==> config.mk <==
export PLATFORM = sky130hd
export DESIGN_NAME = packet_tx
export DESIGN_NICKNAME = d
export VERILOG_FILES = /design/src/rtl/packet_tx.sv
export SDC_FILE = /design/constraint.sdc
export NUM_CORES = 1
export LEC_CHECK = 0
export CORE_UTILIZATION = 53
export CTS_BUF_LIST = sky130_fd_sc_hd__clkbuf_8
export CTS_CLUSTER_SIZE = 30
export DETAILED_ROUTE_END_ITERATION = 10
export HOLD_SLACK_MARGIN = 0.1
export PLACE_DENSITY = 0.8
export SYNTH_ARGS = -nofsm -noshare
export SYNTH_HDL_FRONTEND = slang
export SYNTH_SLANG_ARGS = --single-unit
==> constraint.sdc <==
create_clock -name clk -period 2.7 [get_ports clk]
set_input_delay 0.27 -clock clk [delete_from_list [all_inputs] [get_ports clk]]
set_output_delay 0.27 -clock clk [all_outputs]
set_load 0.01 [all_outputs]
==> src/rtl/packet_tx.sv <==
// Ethernet frame transmitter: preamble, SFD, MAC header, 64-byte payload from an
// external dual-port RAM, CRC-32 FCS, then an enforced inter-frame gap.
//
// state  | meaning
// -------+--------------------------------------------------------------
// IDLE   | waiting for eth_tx_start; header fields latched on accept
// PRE    | 7 preamble bytes 8'h55
// SFD    | start-of-frame delimiter 8'hD5
// DST    | 6 destination MAC bytes, MSB first
// SRC    | 6 source MAC bytes, MSB first
// TYPE   | 2 EtherType bytes, MSB first
// PAY    | 64 payload bytes read from RAM
// FCS    | 4 bytes of complemented CRC, LSB first
// IFG    | IFG_CYCLES idle cycles with ctl=00; done pulses on the first
module packet_tx #(
    parameter int IFG_CYCLES = 12
) (
    input  logic        clk,
    input  logic        rst_n,
    input  logic [47:0] dst_mac,
    input  logic [47:0] src_mac,
    input  logic [15:0] ethertype,
    input  logic        eth_tx_start,
    output logic        eth_tx_busy,
    output logic        eth_tx_done,
    output logic [5:0]  eth_tx_addr,
    input  logic [7:0]  eth_tx_rdata,
    output logic [7:0]  data,
    output logic [1:0]  ctl
);

    localparam int IFG_W = (IFG_CYCLES > 1) ? $clog2(IFG_CYCLES) : 1;
    localparam int CNT_W = (IFG_W > 6) ? IFG_W : 6;
    localparam logic [31:0] CRC_POLY = 32'hEDB88320;
    localparam logic [31:0] CRC_INIT = 32'hFFFFFFFF;

    typedef enum logic [3:0] {
        S_IDLE, S_PRE, S_SFD, S_DST, S_SRC, S_TYPE, S_PAY, S_FCS, S_IFG
    } state_t;

    state_t             state_q, state_d;
    logic [CNT_W-1:0]   cnt_q, cnt_d, cnt_dec;
    logic [47:0]        dst_q, src_q;
    logic [15:0]        type_q;
    logic [31:0]        crc_q, crc_d, fcs;
    logic [7:0]         data_q, data_d;
    logic [1:0]         ctl_q, ctl_d, fcs_sel;
    logic               busy_q, busy_d, done_q, done_d;
    logic [5:0]         addr_q, addr_d;
    logic               accept, tc;

    function automatic logic [31:0] crc32_byte(input logic [31:0] crc, input logic [7:0] b);
        logic [31:0] c;
        c = crc ^ {24'h0, b};
        for (int i = 0; i < 8; i++)
            c = c[0] ? ((c >> 1) ^ CRC_POLY) : (c >> 1);
        return c;
    endfunction

    assign tc      = (cnt_q == '0);
    assign cnt_dec = cnt_q - 1'b1;
    assign fcs     = ~crc_q;
    assign fcs_sel = 2'd3 - cnt_q[1:0];

    always_comb begin
        state_d = state_q;
        cnt_d   = cnt_q;
        crc_d   = crc_q;
        data_d  = 8'h00;
        ctl_d   = 2'b00;
        busy_d  = busy_q;
        done_d  = 1'b0;
        addr_d  = 6'd0;
        accept  = 1'b0;
        case (state_q)
            S_IDLE: begin
                crc_d = CRC_INIT;
                if (eth_tx_start) begin
                    accept  = 1'b1;
                    busy_d  = 1'b1;
                    state_d = S_PRE;
                    cnt_d   = CNT_W'(6);
                end
            end
            S_PRE: begin
                data_d = 8'h55;
                ctl_d  = 2'b11;
                cnt_d  = cnt_dec;
                if (tc) begin
                    state_d = S_SFD;
                    cnt_d   = '0;
                end
            end
            S_SFD: begin
                data_d  = 8'hD5;
                ctl_d   = 2'b11;
                state_d = S_DST;
                cnt_d   = CNT_W'(5);
            end
            S_DST: begin
                data_d = dst_q[{cnt_q[2:0], 3'b000} +: 8];
                ctl_d  = 2'b11;
                crc_d  = crc32_byte(crc_q, data_d);
                cnt_d  = cnt_dec;
                if (tc) begin
                    state_d = S_SRC;
                    cnt_d   = CNT_W'(5);
                end
            end
            S_SRC: begin
                data_d = src_q[{cnt_q[2:0], 3'b000} +: 8];
                ctl_d  = 2'b11;
                crc_d  = crc32_byte(crc_q, data_d);
                cnt_d  = cnt_dec;
                if (tc) begin
                    state_d = S_TYPE;
                    cnt_d   = CNT_W'(1);
                end
            end
            S_TYPE: begin
                // RAM address leads the payload by two cycles: one for our
                // address register, one for the RAM read register.
                data_d = type_q[{cnt_q[0], 3'b000} +: 8];
                ctl_d  = 2'b11;
                crc_d  = crc32_byte(crc_q, data_d);
                cnt_d  = cnt_dec;
                addr_d = tc ? 6'd1 : 6'd0;
                if (tc) begin
                    state_d = S_PAY;
                    cnt_d   = CNT_W'(63);
                end
            end
            S_PAY: begin
                data_d = eth_tx_rdata;
                ctl_d  = 2'b11;
                crc_d  = crc32_byte(crc_q, data_d);
                cnt_d  = cnt_dec;
                addr_d = addr_q + 1'b1;
                if (tc) begin
                    state_d = S_FCS;
                    cnt_d   = CNT_W'(3);
                end
            end
            S_FCS: begin
                data_d = fcs[{fcs_sel, 3'b000} +: 8];
                ctl_d  = 2'b11;
                cnt_d  = cnt_dec;
                if (tc) begin
                    state_d = S_IFG;
                    cnt_d   = CNT_W'(IFG_CYCLES - 1);
                end
            end
            S_IFG: begin
                done_d = (cnt_q == CNT_W'(IFG_CYCLES - 1));
                cnt_d  = cnt_dec;
                if (tc) begin
                    state_d = S_IDLE;
                    busy_d  = 1'b0;
                end
            end
            default: begin
                state_d = S_IDLE;
                busy_d  = 1'b0;
            end
        endcase
    end

    always_ff @(posedge clk) begin
        if (!rst_n) begin
            state_q <= S_IDLE;
            cnt_q   <= '0;
            crc_q   <= CRC_INIT;
            data_q  <= 8'h00;
            ctl_q   <= 2'b00;
            busy_q  <= 1'b0;
            done_q  <= 1'b0;
            addr_q  <= 6'd0;
            dst_q   <= 48'h0;
            src_q   <= 48'h0;
            type_q  <= 16'h0;
        end else begin
            state_q <= state_d;
            cnt_q   <= cnt_d;
            crc_q   <= crc_d;
            data_q  <= data_d;
            ctl_q   <= ctl_d;
            busy_q  <= busy_d;
            done_q  <= done_d;
            addr_q  <= addr_d;
            if (accept) begin
                dst_q  <= dst_mac;
                src_q  <= src_mac;
                type_q <= ethertype;
            end
        end
    end

    assign data        = data_q;
    assign ctl         = ctl_q;
    assign eth_tx_busy = busy_q;
    assign eth_tx_done = done_q;
    assign eth_tx_addr = addr_q;

endmodule

==> results of run 1 <==
-- path summary, 6_finish.rpt --
check        depth (start not counted)         end  startpoint  slack (ns)
max                                 10   crc_q[23]    crc_q[7]       -0.27
min                                  3  state_q[1]       rst_n        0.16
max reg2reg                         10   crc_q[23]    crc_q[7]       -0.27
min reg2reg                          2   dst_q[35]   dst_q[35]        0.47
-- cell usage in the layout (no fill, tap or decap), types with 18 or more instances in the layout --
cell type,n
o22ai_1,18
a21oi_1,53
clkdlybuf4s50_1,139
xor2_1,49
xnor2_1,133
a21boi_0,117
o21ai_0,25
buf_6,33
dfxtp_1,167
nor2_1,78
xnor2_2,26
nand2_1,271
buf_4,194
-- logic make-up (layout without fill, tap and decap cells) --
group	count (synthesis)	in the layout
simple gates	432	432
compound gates	354	354
xor+xnor	244	244
flops	171	171
buf+inv	133	423
mux	68	68
fa+ha+maj	4	4
-- per-stage QoR --
step	setup slack, ns	std cells	utilization	setup TNS (ns)	area, um^2
after floorplan	-0.1175	1406	-	-0.7312	11940
after global placement	-0.2877	1899	0.6742	-2.965	14710
after detailed placement	-0.3378	1899	0.6742	-4.575	14710
after CTS	-0.1621	1967	0.7379	-1.484	16100
after global routing	-0.3578	1976	0.7566	-5.827	16510
final	-0.2665	1976	0.7566	-3.818	16510
-- metal layers --
layer  track usage  part of all wire  wire (um)
met5             0                 0          0
met4        0.2025             0.062       2635
met3       0.06446             0.083       3552
met2        0.6028              0.46      19650
met1        0.4713              0.39      16830
-- state kept, by name, summed over array words and instances (netlist names) --
signal	count
eth_tx_done	1
state_q	4
type_q	16
src_q	48
eth_tx_busy	1
crc_q	32
ctl	1
dst_q	48
eth_tx_addr	6
cnt_q	6
data	8
-- power by group through the flow --
stage | clock network, uW | logic [uW] | registers, uW
2_1_floorplan | 0 | 6960 | 3130
3_5_place_dp | 0 | 10500 | 3350
6_report | 1950 | 13000 | 3350
5_1_grt | 2060 | 13600 | 3380
3_3_place_gp | 0 | 10300 | 3340
4_1_cts | 1950 | 11900 | 3310
-- Yosys cell counts (all sizes together) (6+ instances only) --
cell type,n
clkbuf,93
a21oi,62
or2,7
mux2i,25
a32o,7
nand2,273
o221ai,21
nor2,79
nand2b,9
xnor2,173
inv,12
o22a,6
xor2,60
and3,9
a21boi,117
nor3,14
a221oi,13
o21ai,35
dfxtp,171
o22ai,20
and2,8
a22oi,11
mux2,33
a211oi,20
nand3,10
buf,28
mux4,10
xnor3,9
-- worst max-delay path, cell delays in order, from the launching register on --
cell	delay, ns
dfxtp_1	0.85
nor3b_1	0.36
a32o_2	0.22
a221oi_4	0.05
buf_4	0.19
buf_6	0.12
xnor2_4	0.23
xnor2_2	0.14
xor2_2	0.23
or2_1	0.27
a211oi_1	0.21
-- timing repair --
action	in CTS	in global routing
hold endpoints to repair	0	0
pin swaps	52	42
gates cloned	2	0
buffers inserted	36	10
resized for setup	110	68
hold buffers	0	0
endpoints found under the setup margin	26	41
-- area by class of cell --
type,count,share of cell area
Clock buffer,17,0.01417
Clock inverter,15,0.01099
Inverter,12,0.002728
Multi-Input combinational cell,1102,0.5318
Sequential cell,171,0.2079
Tap cell,280,0.02122
Timing Repair Buffer,379,0.2112
==> results.toml, run 1 <==
[detailed_routing]
wl_per_cell_um = 21.59
wirelength_um = 42670
detail-route-antenna-nets = 0
drtPass1Iterations = 6
vias = 11947
drt_iter0_markers = 1104
vias_per_cell = 6.046
drc_errors = 0

[clock_tree]
cts_tree = "done"
path_clk_slew_ns = 0.10
root_buffer = "clkbuf_8"
cts-buffers-inserted = 17
clk_latency_ns = 0.50
htreeDepth = 4
cts.sinks = 171
cts_buffer_depth = 2

[logic_synthesis]
synthAdderAreaFrac = 0.004255
synthMuxAreaShare = 0.07266
synth_nets = 1533
yosys.area.top_type = "dfxtp_1"
synth_top_cell_area_share = 0.2911
ys_types = 73
synthArstFlopShare = 0
synthCells = 1406
syn_area_per_cell_um2 = 8.365
synthFlopType = "dfxtp_1"
synthTopCellsByArea = "dfxtp_1 (29%), xnor2_1 (12%), nand2_1 (8.7%), a21boi_0 (7.5%), xor2_1 (4.4%)"
synth_edf_count = 0
synth.cell_area_mm2 = 0.01176
synth_top_family_by_area = "compound AO/OA/AOI/OAI gates"
yosys.area_share.xor_xnor = 0.2031
yosysSeqAreaShare = 0.2911
yosys.area_share.simple = 0.1556
ys_ff_latch = 171
synth_compound_gate_area_share = 0.2243
ys_warn_count = 0

[pwr]
power_frac_clock = 0.107
cellLeakagePower_uw = 0.006243
netSwitchingFraction = 0.4375
p_comb_frac = 0.711
pwr-share-seq = 0.183
p_total_uw = 18320
power_density_mw_per_mm2 = 1110
p_sw_uw = 8017
ir_drop_v = 0.0005611
internal_power_uw = 10310

[grt]
grt_max_degree = 85
grt_pass1_wl_um = 63630
antenna_found_initial = 0
grt_pass1_vias = 11447
grtUsageTotal = 0.3725
overflow = 0

[layout]
drive_above_1_share = 0.2736
insertedDiodeCount = 0
multi_input_area_mm2 = 0.008781
nNetsFinal = 1810
fillers = 1471
areaGrowthSynthToFinish_pct = 40.39
seq_area_mm2 = 0.003433

[timing]
maxSlewHeadroom = 0.4662
hold_viol_final = 0
setup_viol_count_final = 26
worst_pin_slew_ns = 0.7996
finClkSkew_ns = 0.02129
layout_setup_ws_ns = -0.2665
post-route-period-util = 1.099
rsz0062_at_grt = "true"
drv_slew = 0
hold_ws_ns = 0.1643
period_minus_slack_ns = 2.966
fmax_ghz = 0.3371

[floorplan]
row_count = 54
initial_core_util = 0.5389
die_h_um = 151.0
dieArea_mm2 = 0.02279
coreArea_mm2 = 0.02182
fp.dieW_um = 151.0
num_io_pins = 141

[worst_setup_path]
cp-end-kind = "flip-flop"
arrival_ns = 3.38
critPathMaxFanout = 8
critPathLaunchType = "flip-flop"
cp.required_ns = 3.11
critical_path_class = "flip-flop to flip-flop"

[placement]
dp_hpwl_um = 29920
gp_congestion = 0.9945
port_buffers = 140

[run]
timing.max_cap.violations = 0

[outcome]
violations = "negative setup slack"
status = "finished with violations"

[hold_path]
min_path_type = "input pin to flip-flop"
No activity file was read; power rests on OpenSTA's default activity.
==> run 2: changes to the inputs <==
--- a/config.mk
+++ b/config.mk
@@ -5,6 +5,7 @@
 export SDC_FILE = /design/constraint.sdc
 export NUM_CORES = 1
 export LEC_CHECK = 0
+export CORE_MARGIN = 8
 export CORE_UTILIZATION = 53
 export CTS_BUF_LIST = sky130_fd_sc_hd__clkbuf_8
 export CTS_CLUSTER_SIZE = 30
==> run 2 against run 1 <==
The run still ends with negative setup slack left. Critical path depth is 2 higher. Cell count rose by 0.66%. Routed wire length down 0.33%. Core utilization decreased by 0.58 points. Critical path type unchanged. Largest power group unchanged. Combinational power about the same. Power down 0.95%. Cell area decreased by 0.77%. Maximum frequency rose by 1.1%.
==> results.toml, run 2 (synthesized netlist as in run 1, its figures left out) <==
[timing]
setup_viol_count_final = 25
period_minus_slack_ns = 2.933
hold_viol_final = 0
finClkSkew_ns = 0.02463
worst_pin_slew_ns = 0.8852
fmax_ghz = 0.3409
layout_setup_ws_ns = -0.2333
maxSlewHeadroom = 0.4099
hold_ws_ns = 0.1779
drv_slew = 0
post-route-period-util = 1.086
rsz0062_at_grt = "true"

[floorplan]
die_h_um = 165.0
num_io_pins = 141
fp.dieW_um = 165.0
row_count = 54
coreArea_mm2 = 0.02182
initial_core_util = 0.5389
dieArea_mm2 = 0.02721

[outcome]
violations = "negative setup slack"
status = "finished with violations"

[worst_setup_path]
cp.required_ns = 3.04
critPathMaxStageDelay_ns = 0.37
critPathMaxFanout = 7
critical_path_class = "flip-flop to flip-flop"
worst_path_max_delay_cell = "dfxtp_4"
cp-end-kind = "flip-flop"
critPathLaunchType = "flip-flop"
arrival_ns = 3.27
worstPathCellList = "buf_8, buf_6, mux2_4, a222oi_1, buf_4, xnor2_4, xnor2_4, buf_6, xnor3_2, a221o_1, o22ai_1, nand2_1"

[pwr]
power_density_mw_per_mm2 = 1108
cellLeakagePower_uw = 0.006250
ir_drop_v = 0.0005790
p_total_uw = 18150

[detailed_routing]
detail-route-antenna-nets = 0
drt_iter0_markers = 1400
drc_errors = 0
wl_per_cell_um = 21.38
vias = 12050
drtPass1Iterations = 8
vias_per_cell = 6.058
wirelength_um = 42530

[clock_tree]
cts_hold_buf = 0
cts-buffers-inserted = 17
path_clk_slew_ns = 0.10
root_buffer = "clkbuf_8"
htreeDepth = 4
cts_buffer_depth = 2
clk_latency_ns = 0.48
cts_tree = "done"
cts.sinks = 171

[grt]
grt_busiest_layer = "met2"
grtUsageTotal = 0.3013
grt_pass1_vias = 11823
grtUsageMet2 = 0.4892
grt_pass1_wl_um = 64160
global_route.usage.met1 = 0.3669
antenna_found_initial = 0
overflow = 0
grtUsageMet3 = 0.06306
grt_max_degree = 78

[placement]
dp_hpwl_um = 30250
port_buffers = 140
placed_cell_area_mm2 = 0.01481
placed_cells = 1914
gp_congestion = 1.028

[layout]
areaGrowthSynthToFinish_pct = 39.31
drive_above_1_share = 0.2662
insertedDiodeCount = 0
stdcell_count = 1989
nNetsFinal = 1824
largestRegisters = "dst_q: 48 flops, src_q: 48 flops, crc_q: 32 flops"
layout_common_cells = "nand2_1 (272), buf_4 (212), dfxtp_1 (169)"
mostFrequentLayoutCell = "nand2_1"
fin_area_mm2 = 0.01638

[hold_path]
min_path_type = "input pin to flip-flop"

[run]
timing.max_cap.violations = 0
## run 2: worst paths after layout
check / from / slack, ns / endpoint / cells past startpoint
setup / recovery: cnt_q[0] / -0.23 / crc_q[28] / 12
hold / removal: rst_n / 0.18 / state_q[1] / 3
setup reg to reg: cnt_q[0] / -0.23 / crc_q[28] / 12
hold reg to reg: src_q[34] / 0.47 / src_q[34] / 2
## run 2: metrics by stage
stage / setup TNS (ns) / worst slack [ns] / util
finish: -2.558 / -0.2333 / 0.7508
global route: -4.765 / -0.2926 / 0.7508
CTS: -0.7079 / -0.1071 / 0.7348
detailed placement: -5.829 / -0.3715 / 0.6785
global placement: -4.335 / -0.2887 / 0.6785
floorplan: -0.7312 / -0.1175 / -
## run 2: power breakdown
part	switching, uW	internal [uW]
clock	1160	692
sequential	429	2920
combinational	6280	6670
## run 2: final cells by class
type | count | area [um^2]
repair buffers | 393 | 3598
inverters | 12 | 45.04
flip-flops and latches | 171 | 3428
fillers | 1473 | 5439
clock inverters | 14 | 156.4
well taps | 280 | 350.3
multi-input cells | 1102 | 8572
clock buffers | 17 | 234.0
## run 2: worst max-delay path, delay by kind of cell, from the launching register on
| kind | cells | cell delay, ns |
|---|---|---|
| compound gates | 3 | 0.83 |
| xor+xnor | 3 | 0.63 |
| buf+inv | 4 | 0.61 |
| flops | 1 | 0.37 |
| mux | 1 | 0.29 |
| simple gates | 1 | 0.07 |
## run 2: per-layer routing
layer	vias up	part of all wire
met5	-	0
met4	0	0.059
met3	202	0.087
met2	744	0.47
met1	5680	0.39
li1	5424	-
## run 2: repair_timing
item,in CTS,in global routing
cloned,0,1
buffers inserted,35,9
pin swaps,36,20
setup endpoints to repair,28,32
resized for setup,97,47
